## config.mk

```make
export PLATFORM = sky130hd
export DESIGN_NAME = i2s_codec_endpoint
export DESIGN_NICKNAME = d
export VERILOG_FILES = /design/src/rtl/i2s_codec_endpoint.sv
export SDC_FILE = /design/constraint.sdc
export NUM_CORES = 1
export LEC_CHECK = 0
export CORE_MARGIN = 10
export CORE_UTILIZATION = 35
export DETAILED_ROUTE_END_ITERATION = 7
export SKIP_CTS_REPAIR_TIMING = 1
export SLEW_MARGIN = 20
export SYNTH_ARGS = -nofsm -noshare
export SYNTH_HDL_FRONTEND = slang
export SYNTH_SLANG_ARGS = --single-unit
```

## constraint.sdc

```tcl
create_clock -name clk -period 4.4 [get_ports clk]
set_clock_uncertainty 0.05 [all_clocks]
set_input_delay 0.44 -clock clk [delete_from_list [all_inputs] [get_ports clk]]
set_output_delay 0.44 -clock clk [all_outputs]
set_load 0.03 [all_outputs]
```

## src/rtl/i2s_codec_endpoint.sv

```systemverilog
`default_nettype none
// ============================================================================
// Module   : i2s_codec_endpoint
// Purpose  : Codec-side serial audio port. Follows master BCLK/LRCK,
//            serializes stereo samples toward the master (left-justified,
//            MSB first) and deserializes the master's stream into stereo
//            sample pairs. All serial pins are oversampled on clk.
// Revision : 1.0 - initial release
// ============================================================================
module i2s_codec_endpoint #(
    parameter int   DATA_W   = 16,
    parameter logic LEFT_LVL = 1'b1
) (
    input  logic              clk,
    input  logic              AUD_DACLRCK,
    input  logic              bclk_in,
    input  logic              lrck_in,
    input  logic              sdata_in,
    output logic              sdata_out,
    input  logic [DATA_W-1:0] tx_l,
    input  logic [DATA_W-1:0] tx_r,
    input  logic              tx_valid,
    output logic              tx_ready,
    output logic [DATA_W-1:0] rx_l,
    output logic [DATA_W-1:0] rx_r,
    output logic              rx_valid,
    output logic              underrun,
    output logic              frame_err
);

    localparam int              CNT_W  = $clog2(DATA_W + 1);
    localparam logic [CNT_W-1:0] C_FULL = CNT_W'(DATA_W);
    localparam logic [CNT_W-1:0] C_ONE  = CNT_W'(1);

    logic [1:0]        r_bclk_s;
    logic [1:0]        r_lrck_s;
    logic [1:0]        r_sd_s;
    logic              r_bclk_d;
    logic              r_lrck_cap;
    logic              r_cap_valid;
    logic              r_locked;
    logic              r_hold_full;
    logic [DATA_W-1:0] r_hold_l;
    logic [DATA_W-1:0] r_hold_r;
    logic [DATA_W-1:0] r_active_r;
    logic [DATA_W-1:0] r_shift;
    logic [CNT_W-1:0]  r_tx_cnt;
    logic [CNT_W-1:0]  r_bit_cnt;
    logic [DATA_W-2:0] r_rx_shift;
    logic [DATA_W-1:0] r_stage_l;
    logic              r_have_l;
    logic              r_chan_l;
    logic              r_rx_pend;

    logic              w_lrck;
    logic              w_bclk_rise;
    logic              w_bclk_fall;
    logic              w_start;
    logic              w_left_start;
    logic              w_accept;
    logic [DATA_W-1:0] w_left_word;
    logic [DATA_W-1:0] w_word;
    logic [DATA_W-1:0] w_rx_word;

    // Edges are judged on synchronized levels; the first fall after reset only
    // records LRCK so a reset in mid-slot cannot fake a channel start.
    assign w_lrck       = r_lrck_s[1];
    assign w_bclk_rise  = r_bclk_s[1] & ~r_bclk_d;
    assign w_bclk_fall  = ~r_bclk_s[1] & r_bclk_d;
    assign w_start      = w_bclk_fall & r_cap_valid & (w_lrck != r_lrck_cap);
    assign w_left_start = w_start & (w_lrck == LEFT_LVL);
    assign w_accept     = tx_valid & ~r_hold_full;
    assign tx_ready     = ~r_hold_full;

    // Left word: held sample, else a sample offered in this very clk, else silence.
    assign w_left_word  = r_hold_full ? r_hold_l : (tx_valid ? tx_l : '0);
    assign w_word       = w_left_start ? w_left_word : r_active_r;
    assign w_rx_word    = {r_rx_shift, r_sd_s[1]};

    // Two-flop synchronizers and the delayed BCLK level for edge detection.
    always_ff @(posedge clk or negedge AUD_DACLRCK) begin
        if (!AUD_DACLRCK) begin
            r_bclk_s <= '0;
            r_lrck_s <= '0;
            r_sd_s   <= '0;
            r_bclk_d <= 1'b0;
        end else begin
            r_bclk_s <= {r_bclk_s[0], bclk_in};
            r_lrck_s <= {r_lrck_s[0], lrck_in};
            r_sd_s   <= {r_sd_s[0], sdata_in};
            r_bclk_d <= r_bclk_s[1];
        end
    end

    // LRCK tracking, lock, holding register and left-start sample loading.
    always_ff @(posedge clk or negedge AUD_DACLRCK) begin
        if (!AUD_DACLRCK) begin
            r_lrck_cap  <= 1'b0;
            r_cap_valid <= 1'b0;
            r_locked    <= 1'b0;
            r_hold_full <= 1'b0;
            r_hold_l    <= '0;
            r_hold_r    <= '0;
            r_active_r  <= '0;
            underrun    <= 1'b0;
        end else begin
            underrun <= 1'b0;
            if (w_bclk_fall) begin
                r_lrck_cap  <= w_lrck;
                r_cap_valid <= 1'b1;
            end
            if (w_left_start) begin
                r_locked <= 1'b1;
                if (r_hold_full) begin
                    r_active_r  <= r_hold_r;
                    r_hold_full <= 1'b0;
                end else if (tx_valid) begin
                    r_active_r <= tx_r;
                end else begin
                    r_active_r <= '0;
                    underrun   <= r_locked;
                end
            end else if (w_accept) begin
                r_hold_l    <= tx_l;
                r_hold_r    <= tx_r;
                r_hold_full <= 1'b1;
            end
        end
    end

    // Transmit shifter: load on channel start, one bit per BCLK fall, then zeros.
    always_ff @(posedge clk or negedge AUD_DACLRCK) begin
        if (!AUD_DACLRCK) begin
            r_shift   <= '0;
            r_tx_cnt  <= '0;
            sdata_out <= 1'b0;
        end else if (w_start && (r_locked || w_left_start)) begin
            r_shift   <= w_word << 1;
            r_tx_cnt  <= C_ONE;
            sdata_out <= w_word[DATA_W-1];
        end else if (w_bclk_fall && r_locked) begin
            if (r_tx_cnt < C_FULL) begin
                sdata_out <= r_shift[DATA_W-1];
                r_shift   <= r_shift << 1;
                r_tx_cnt  <= r_tx_cnt + C_ONE;
            end else begin
                sdata_out <= 1'b0;
            end
        end
    end

    // Receive deserializer: staging per channel, pair published after the right word.
    always_ff @(posedge clk or negedge AUD_DACLRCK) begin
        if (!AUD_DACLRCK) begin
            r_bit_cnt  <= '0;
            r_rx_shift <= '0;
            r_stage_l  <= '0;
            r_have_l   <= 1'b0;
            r_chan_l   <= 1'b0;
            r_rx_pend  <= 1'b0;
            rx_l       <= '0;
            rx_r       <= '0;
            rx_valid   <= 1'b0;
            frame_err  <= 1'b0;
        end else begin
            rx_valid  <= r_rx_pend;
            r_rx_pend <= 1'b0;
            frame_err <= 1'b0;
            if (w_start) begin
                r_bit_cnt <= '0;
                r_chan_l  <= w_left_start;
                if (w_left_start) begin
                    r_have_l <= 1'b0;
                end
                if (r_locked && (r_bit_cnt < C_FULL)) begin
                    frame_err <= 1'b1;
                end
            end else if (w_bclk_rise && (r_bit_cnt < C_FULL)) begin
                r_rx_shift <= w_rx_word[DATA_W-2:0];
                r_bit_cnt  <= r_bit_cnt + C_ONE;
                if ((r_bit_cnt == (C_FULL - C_ONE)) && r_locked) begin
                    if (r_chan_l) begin
                        r_stage_l <= w_rx_word;
                        r_have_l  <= 1'b1;
                    end else if (r_have_l) begin
                        rx_l      <= r_stage_l;
                        rx_r      <= w_rx_word;
                        r_rx_pend <= 1'b1;
                        r_have_l  <= 1'b0;
                    end
                end
            end
        end
    end

endmodule
`default_nettype wire

```

Word-level counts from Yosys, hierarchy flattened:

Cells that the tools add are included.

* add/subtract/negate cells: 2
* multiply operators: 0
* divide/modulo/power cells: 0
* magnitude comparators: 2
* equality and inequality tests: 3
* shift operators: 0
* mux-type cells: 33
* bitwise operators: 12
* reductions and logical operators: 17

Operators by type and width (number)
* 16-bit 2-to-1 mux: 8
* 5-bit 2-to-1 mux: 5
* 1-bit 2-to-1 mux: 20
* 5-bit by 1-bit adder with 5-bit output (second input constant): 2
* 5-bit < comparator (second input constant): 2
* 2-bit nonzero test: 5
* 1-bit bitwise AND: 6
* 1-bit NOT: 6
* 2-bit AND reduction: 3
* 5-bit by 4-bit == test with 1-bit output (second input constant): 1
* 1-bit logical AND: 5
* 5-bit AND reduction: 1
* 4-bit AND reduction: 1
* 3-bit AND reduction: 1
* 2-bit by 1-bit inequality test with 1-bit output (second input constant): 1
* 1-bit logical OR: 1
* 1-bit inequality test: 1

* register bits: 155
* latch bits: 0
* bits in writable memories: 0
* memory bits (read-only): 0
* output and inout bits: 37
* word-level logic and storage cells: 94
* memories: 0

Logic depth before layout (Yosys ltp):

Gate-level depths: netlist of run 1.

* word-level depth: 9
* mapped depth: 8
* depth with buffers taken out: 6

Least setup slack after synthesis of run 1:

OpenSTA, ideal clock, no wires.

* path kind: register to register
* start: reg r_bclk_d
* end: reg r_stage_l[10]
* setup time: 0.125 ns
* arrival: 1.901 ns
* data required time: 4.225 ns
* setup slack: 2.323 ns
* cell stages (with the launch flop): 8
* buffers on the path: 4
* clock period less this slack: 2.077 ns
* cells stage by stage: dfrtp_1 buf_6 or3b_1 buf_2 or3_1 buf_6 buf_6 mux2_4

* cells in the longest elaborated chain, start to end: 5
* elaborated cells on any way between the ends: 8

RTL lines
* from (decl): RTL line 38 `logic r_bclk_d;`
* from (signal assigned): RTL line 91 `r_bclk_d <= r_bclk_s[1];`
* 1-bit bitwise AND: RTL line 69 `assign w_bclk_fall = ~r_bclk_s[1] & r_bclk_d;`
* 1-bit bitwise AND (2 in series): RTL line 70 `assign w_start = w_bclk_fall & r_cap_valid & (w_lrck != r_lrck_cap);`
* 1-bit NOT (no source line)
* 4-bit AND reduction (no source line) (*)
* to (signal assigned): RTL line 183 `r_stage_l <= w_rx_word;`
* to (decl): RTL line 50 `logic [DATA_W-1:0] r_stage_l;`

Every way passes the cells marked *; elsewhere a longest branch is shown, timed or not.
A chain may end at the register's enable or synchronous reset.

Worst setup path after layout of run 1:

* start: reg r_bclk_s[1]
* end: reg r_stage_l[8]

* cells in the longest elaborated chain, start to end: 6
* elaborated cells on any way between the ends: 8

RTL lines
* from (decl): RTL line 35 `logic [1:0] r_bclk_s;`
* from (signal assigned): RTL line 88 `r_bclk_s <= {r_bclk_s[0], bclk_in};`
* 1-bit NOT: RTL line 69
* 1-bit bitwise AND: RTL line 69
* 1-bit bitwise AND (2 in series): RTL line 70
* 1-bit NOT (no source line)
* 4-bit AND reduction (no source line) (*)

Marks and branches as above.

==> reports/qor.csv, run 1 <==
metric,value,unit
area_growth,24.7,%
clock_sinks,154,
insertedDiodeCount,0,
start_util,35.5,%
routedWlPerCell,16.6,um
vdd_drop_max,0.000341,V
p_leak,3.57,nW
crit_arrival,2900,ps
rows,49,
drt_iter0_drc,193,
path_buf_inv,0,
antenna_found_initial,0,
maxSlewHeadroom,30.5,%
die_h,155,um
syn-cell-area,6360,sq um
cts_buffers,17,
layout_common_cells,"154 x dfrtp_1, 73 x clkdlybuf4s50_1, 72 x mux2_2",
routed_via_density,5.07,
grt_pass1_wl,22800,um
die_w,155,um
core,17900,sq um
hold_viol,0,
tns,0,ps
crit_family,simple AND/OR/NAND/NOR gates,
yosys_warnings,0,
min_path_type,input pin to async pin,
clock.fmax,379,MHz
h-tree-depth,4,
syn_inst,501,
clockRootBuffer,clkbuf_16,
crit_type,flop to flop,
syn_avg_cell_area,12.7,sq um
clk_pin_slew,60,ps
status,completed,
rsz0062_at_grt,no,
clock_path_buffers,2,
cp_max_fo,24,
layout_worst_path_cycle_share,60.0,%
io_pins,75,
globalplace.congestion,0.787,
p_per_area,522,nW/um^2
place_hpwl,9270,um
finalWirelength,13400,um
drc,0,
ys_ff_latch,154,
cp_cell_sequence,or3b_1 > or3_1 > mux2_4,
io_buffers,74,
critPathRequiredTime,4660,ps
fin_nets,607,
drive_gt1_share,22.1,%
period_needed,2640,ps
grt_start_max_net_pins,91,
whs,31.5,ps
startpoint_type,flop,
drv_slew,0,
grt_util_all_layers,11.8,%
dr.pass1.iters,5,
finalSetupViolations,0,
crit_path_top_delay_cell,or3_1,
cp_slowest_stage_delay,840,ps
insertion_delay,430,ps
cts_tree,done,
tightestPinTransition,1040,ps
drtAntennaViolNets,0,
syn-num-nets,542,
vias,4094,
final_common_cell,dfrtp_1,
overflow,0,
synthDistinctLibCells,36,
worst_setup_path_end_kind,flop,
ys_seq_area_share,60.6,%
grt_pass1_vias,4377,
design.die.area,24000,sq um
maxCapViolations,0,
==> final cells by class <==
cell class              instances  area, sq um
repair buffers                 81          795
inverters                       6         22.5
clock inverters                13          190
clock buffers                  19          443
flip-flops and latches        154         3850
well taps                     229          287
multi-input cells             306         2340
fillers                      1584         9970
==> routing by layer <==
layer	share of wire (%)	up-vias	GRT usage (%)
li1	-	1947	-
met1	44	2026	14.6
met2	47	102	18.1
met3	7.0	19	4.69
met4	1.7	0	4.27
met5	0	-	0
==> synthesized netlist by cell type, drive strengths merged <==
| cell | instances | area, sq um |
|---|---|---|
| nand3b | 2 | 15.0 |
| inv | 6 | 22.5 |
| a21oi | 8 | 40.0 |
| buf | 12 | 85.1 |
| mux2 | 81 | 946 |
| nand2 | 55 | 206 |
| nand3 | 21 | 105 |
| a22oi | 30 | 225 |
| o21a | 1 | 7.51 |
| or4bb | 1 | 11.3 |
| ha | 3 | 37.5 |
| nor2b | 4 | 25.0 |
| o21ba | 1 | 10.0 |
| nand2b | 5 | 31.3 |
| xnor2 | 1 | 8.76 |
| or2 | 1 | 6.26 |
| or3b | 1 | 8.76 |
| clkbuf | 23 | 86.3 |
| and3b | 2 | 17.5 |
| nor2 | 6 | 22.5 |
| dfrtp | 154 | 3850 |
| a31oi | 2 | 12.5 |
| and3 | 3 | 18.8 |
| or3 | 5 | 31.3 |
| o221ai | 16 | 140 |
| nor4 | 1 | 21.3 |
| o21ai | 37 | 185 |
| nor3b | 2 | 15.0 |
| mux2i | 15 | 150 |
| nor4bb | 1 | 10.0 |
| o22ai | 1 | 6.26 |
==> path summary, 6_finish.rpt <==
kind	startpoint	cells past startpoint	slack (ps)	end
worst max-delay path	r_bclk_s[1]	3	1760	r_stage_l[8]
worst min-delay path	AUD_DACLRCK	1	30	rx_l[3]
worst max register to register	r_bclk_s[1]	3	1760	r_stage_l[8]
worst min register to register	r_rx_pend	0	300	rx_valid
max in group asynchronous	AUD_DACLRCK	2	3220	r_active_r[15]
min in group clk	r_rx_pend	0	300	rx_valid
==> worst reg2reg max path, cell delays in order, from the launching register on <==
cell,delay [ps]
dfrtp_1,500
or3b_1,710
or3_1,840
mux2_4,440
==> sequential cells by signal (all words and copies together) (netlist names), 2 cells and up <==
| register | flops |
|---|---|
| r_active_r | 16 |
| r_bclk_s | 2 |
| r_bit_cnt | 5 |
| r_hold_l | 16 |
| r_hold_r | 16 |
| r_lrck_s | 2 |
| r_rx_shift | 15 |
| r_sd_s | 2 |
| r_shift | 15 |
| r_stage_l | 16 |
| r_tx_cnt | 5 |
| rx_l | 16 |
| rx_r | 16 |
==> logic make-up after synthesis <==
family                   synth area share [%]
buffers and inverters                    3.05
multiplexers                             17.2
AND/OR/NAND/NOR                          8.57
adder cells (fa/ha/maj)                 0.590
XOR/XNOR                                0.138
flip-flops                               60.6
AO/OA/AOI/OAI                            9.85
==> through the flow <==
| stage | utilization, % | total power [mW] | worst slack, ps | instances | area (sq um) |
|---|---|---|---|---|---|
| 6_report | 44.3 | 4.14 | 1760 | 808 | 7930 |
| 5_1_grt | 44.3 | 4.39 | 1540 | 808 | 7930 |
| 4_1_cts | 44.3 | 4.20 | 1710 | 807 | 7920 |
| 3_5_place_dp | 40.7 | 2.62 | 1720 | 775 | 7290 |
| 3_3_place_gp | 40.7 | 2.57 | 1820 | 775 | 7290 |
| 2_1_floorplan | - | 2.37 | 2320 | 501 | 6360 |
==> power by group <==
group	switching, mW	total (mW)	internal (mW)	leakage [nW]
Combinational	0.298	0.637	0.339	1.27
Clock	0.578	1.55	0.971	0.309
Sequential	0.216	1.95	1.74	1.99
Total	1.09	4.14	3.05	3.57
(Power assumes the default switching activity.)
==> run 2: changes to the inputs <==
Clock period 4.4 ns to 2.8 ns, I/O delays scaled along.
==> reports/qor.csv, run 2 (synthesis gave the netlist of run 1 again) <==
metric,value,unit,change
status,completed,,
grt_pass1_vias,4366,,-0.25%
whs,242,ps,+211 ps
drtAntennaViolNets,0,,unchanged
area_growth,24.9,%,
startpoint_type,flop,,
routed_via_density,5.03,,-0.76%
clock_sinks,154,,unchanged
grt_start_max_net_pins,48,,-47%
fin_nets,618,,+1.8%
drc,0,,unchanged
dp_cells,786,,+1.4%
power,6.21,mW,+50%
finalSetupViolations,0,,unchanged
crit_arrival,2750,ps,-150 ps
critPathRequiredTime,3060,ps,-1600 ps
layoutNonFillerInstCount,819,,+1.4%
maxCapViolations,0,,unchanged
rows,49,,unchanged
tns,0,ps,unchanged
p_per_area,782,nW/um^2,+50%
finalWirelength,13600,um,+1.4%
clk_pin_slew,70,ps,about the same
antenna_found_initial,0,,unchanged
min_path_type,input pin to flop,,
internal_power,4.45,mW,+46%
dr.pass1.iters,4,,-1
globalplace.congestion,0.792,,+0.61%
core,17900,sq um,unchanged
tightestPinTransition,951,ps,-86.7 ps
maxSlewHeadroom,36.6,%,+6.1 points
final_common_cell,dfrtp_1,,
clock_power_share,34.3,%,-3.1 points
die_w,155,um,unchanged
final_area,7950,sq um,+0.19%
switchingPower,1.76,mW,+61%
io_buffers,74,,unchanged
vias,4118,,+0.59%
h-tree-depth,4,,unchanged
overflow,0,,unchanged
design.die.area,24000,sq um,unchanged
post_dp_cell_area,7390,sq um,+1.3%
vdd_drop_max,0.000494,V,+45%
clockRootBuffer,clkbuf_16,,
dpl_worst_slack,316,ps,-1400 ps
clock.fmax,402,MHz,+6.1%
insertion_delay,430,ps,about the same
insertedDiodeCount,0,,unchanged
place_hpwl,9460,um,+2.0%
start_util,35.5,%,unchanged
worst_setup_path_end_kind,flop,,
cts_tree,done,,
pwr-share-comb,16.3,%,+0.9 points
p_seq_share,49.4,%,+2.2 points
cp_max_fo,17,,-29%
fin_ws,311,ps,-1450 ps
clock_path_buffers,2,,unchanged
routedWlPerCell,16.6,um,about the same
layout_worst_path_cycle_share,88.9,%,+29 points
drt_iter0_drc,205,,+6.2%
crit_type,flop to flop,,
rsz0062_at_grt,no,,
hold_viol,0,,unchanged
period_needed,2490,ps,-151 ps
grt_util_all_layers,11.7,%,-0.067 points
io_pins,75,,unchanged
fin_util,44.4,%,+0.084 points
p_leak,3.57,nW,+0.17%
drive_gt1_share,23.4,%,+1.3 points
cts_buffers,17,,unchanged
grt_pass1_wl,22700,um,-0.36%
drv_slew,0,,unchanged
switching_share,28.3,%,+2.0 points
layout_common_cells,"154 x dfrtp_1, 73 x clkdlybuf4s50_1, 72 x mux2_2",,
die_h,155,um,unchanged
num-fill-cells,1679,,+6.0%
run 2: cell types whose count changed in the layout (fill, tap and decap cells not counted), sizes merged:
cell / previous run / this run
bufinv: 4 / 0
clkinv: 4 / 5
clkinvlp: 1 / 4
dlygate4sd3: 0 / 1
buf: 8 / 18
clkbuf: 19 / 18
inv: 10 / 11
run 2: worst paths after layout:
kind                               from      endpoint  slack [ps]  depth (start not counted)
max                        r_bit_cnt[0]  r_stage_l[2]         310                          6
min reg2reg                   r_rx_pend      rx_valid         300                          0
max in group asynchronous   AUD_DACLRCK      rx_valid        1610                          3
min                             bclk_in   r_bclk_s[0]         240                          1
min in group asynchronous   AUD_DACLRCK  r_stage_l[2]         300                          2
max reg2reg                r_bit_cnt[0]  r_stage_l[2]         310                          6
run 2: routing by layer:
layer / wire length (um) / global-route usage, %
met1: 6250 / 14.4
met2: 6420 / 18.4
met4: 147 / 3.64
met5: 0 / 0
met3: 809 / 4.58
run 2: final cells by class:
type                    instances  area [sq um]  area share (%)
flip-flops and latches        154          3850            48.5
inverters                       6          22.5           0.283
well taps                     229           287            3.60
clock buffers                  18           439            5.52
repair buffers                 92           892            11.2
multi-input cells             306          2340            29.5
clock inverters                14           114            1.43
run 2: critical path, cell delays in order (launching register included):
cell     delay, ps
dfrtp_1        410
ha_1           220
and3_1         180
ha_1           170
nand2_1        140
or3_1          760
mux2_2         420
run 2: power by group through the flow:
| stage | Clock, mW | Sequential, mW | Combinational [mW] |
|---|---|---|---|
| floorplan | 0 | 3.00 | 0.735 |
| CTS | 2.19 | 3.07 | 1.04 |
| finish | 2.13 | 3.07 | 1.02 |
| global route | 2.28 | 3.14 | 1.16 |
| detailed placement | 0 | 3.11 | 1.03 |
| global placement | 0 | 3.07 | 0.988 |
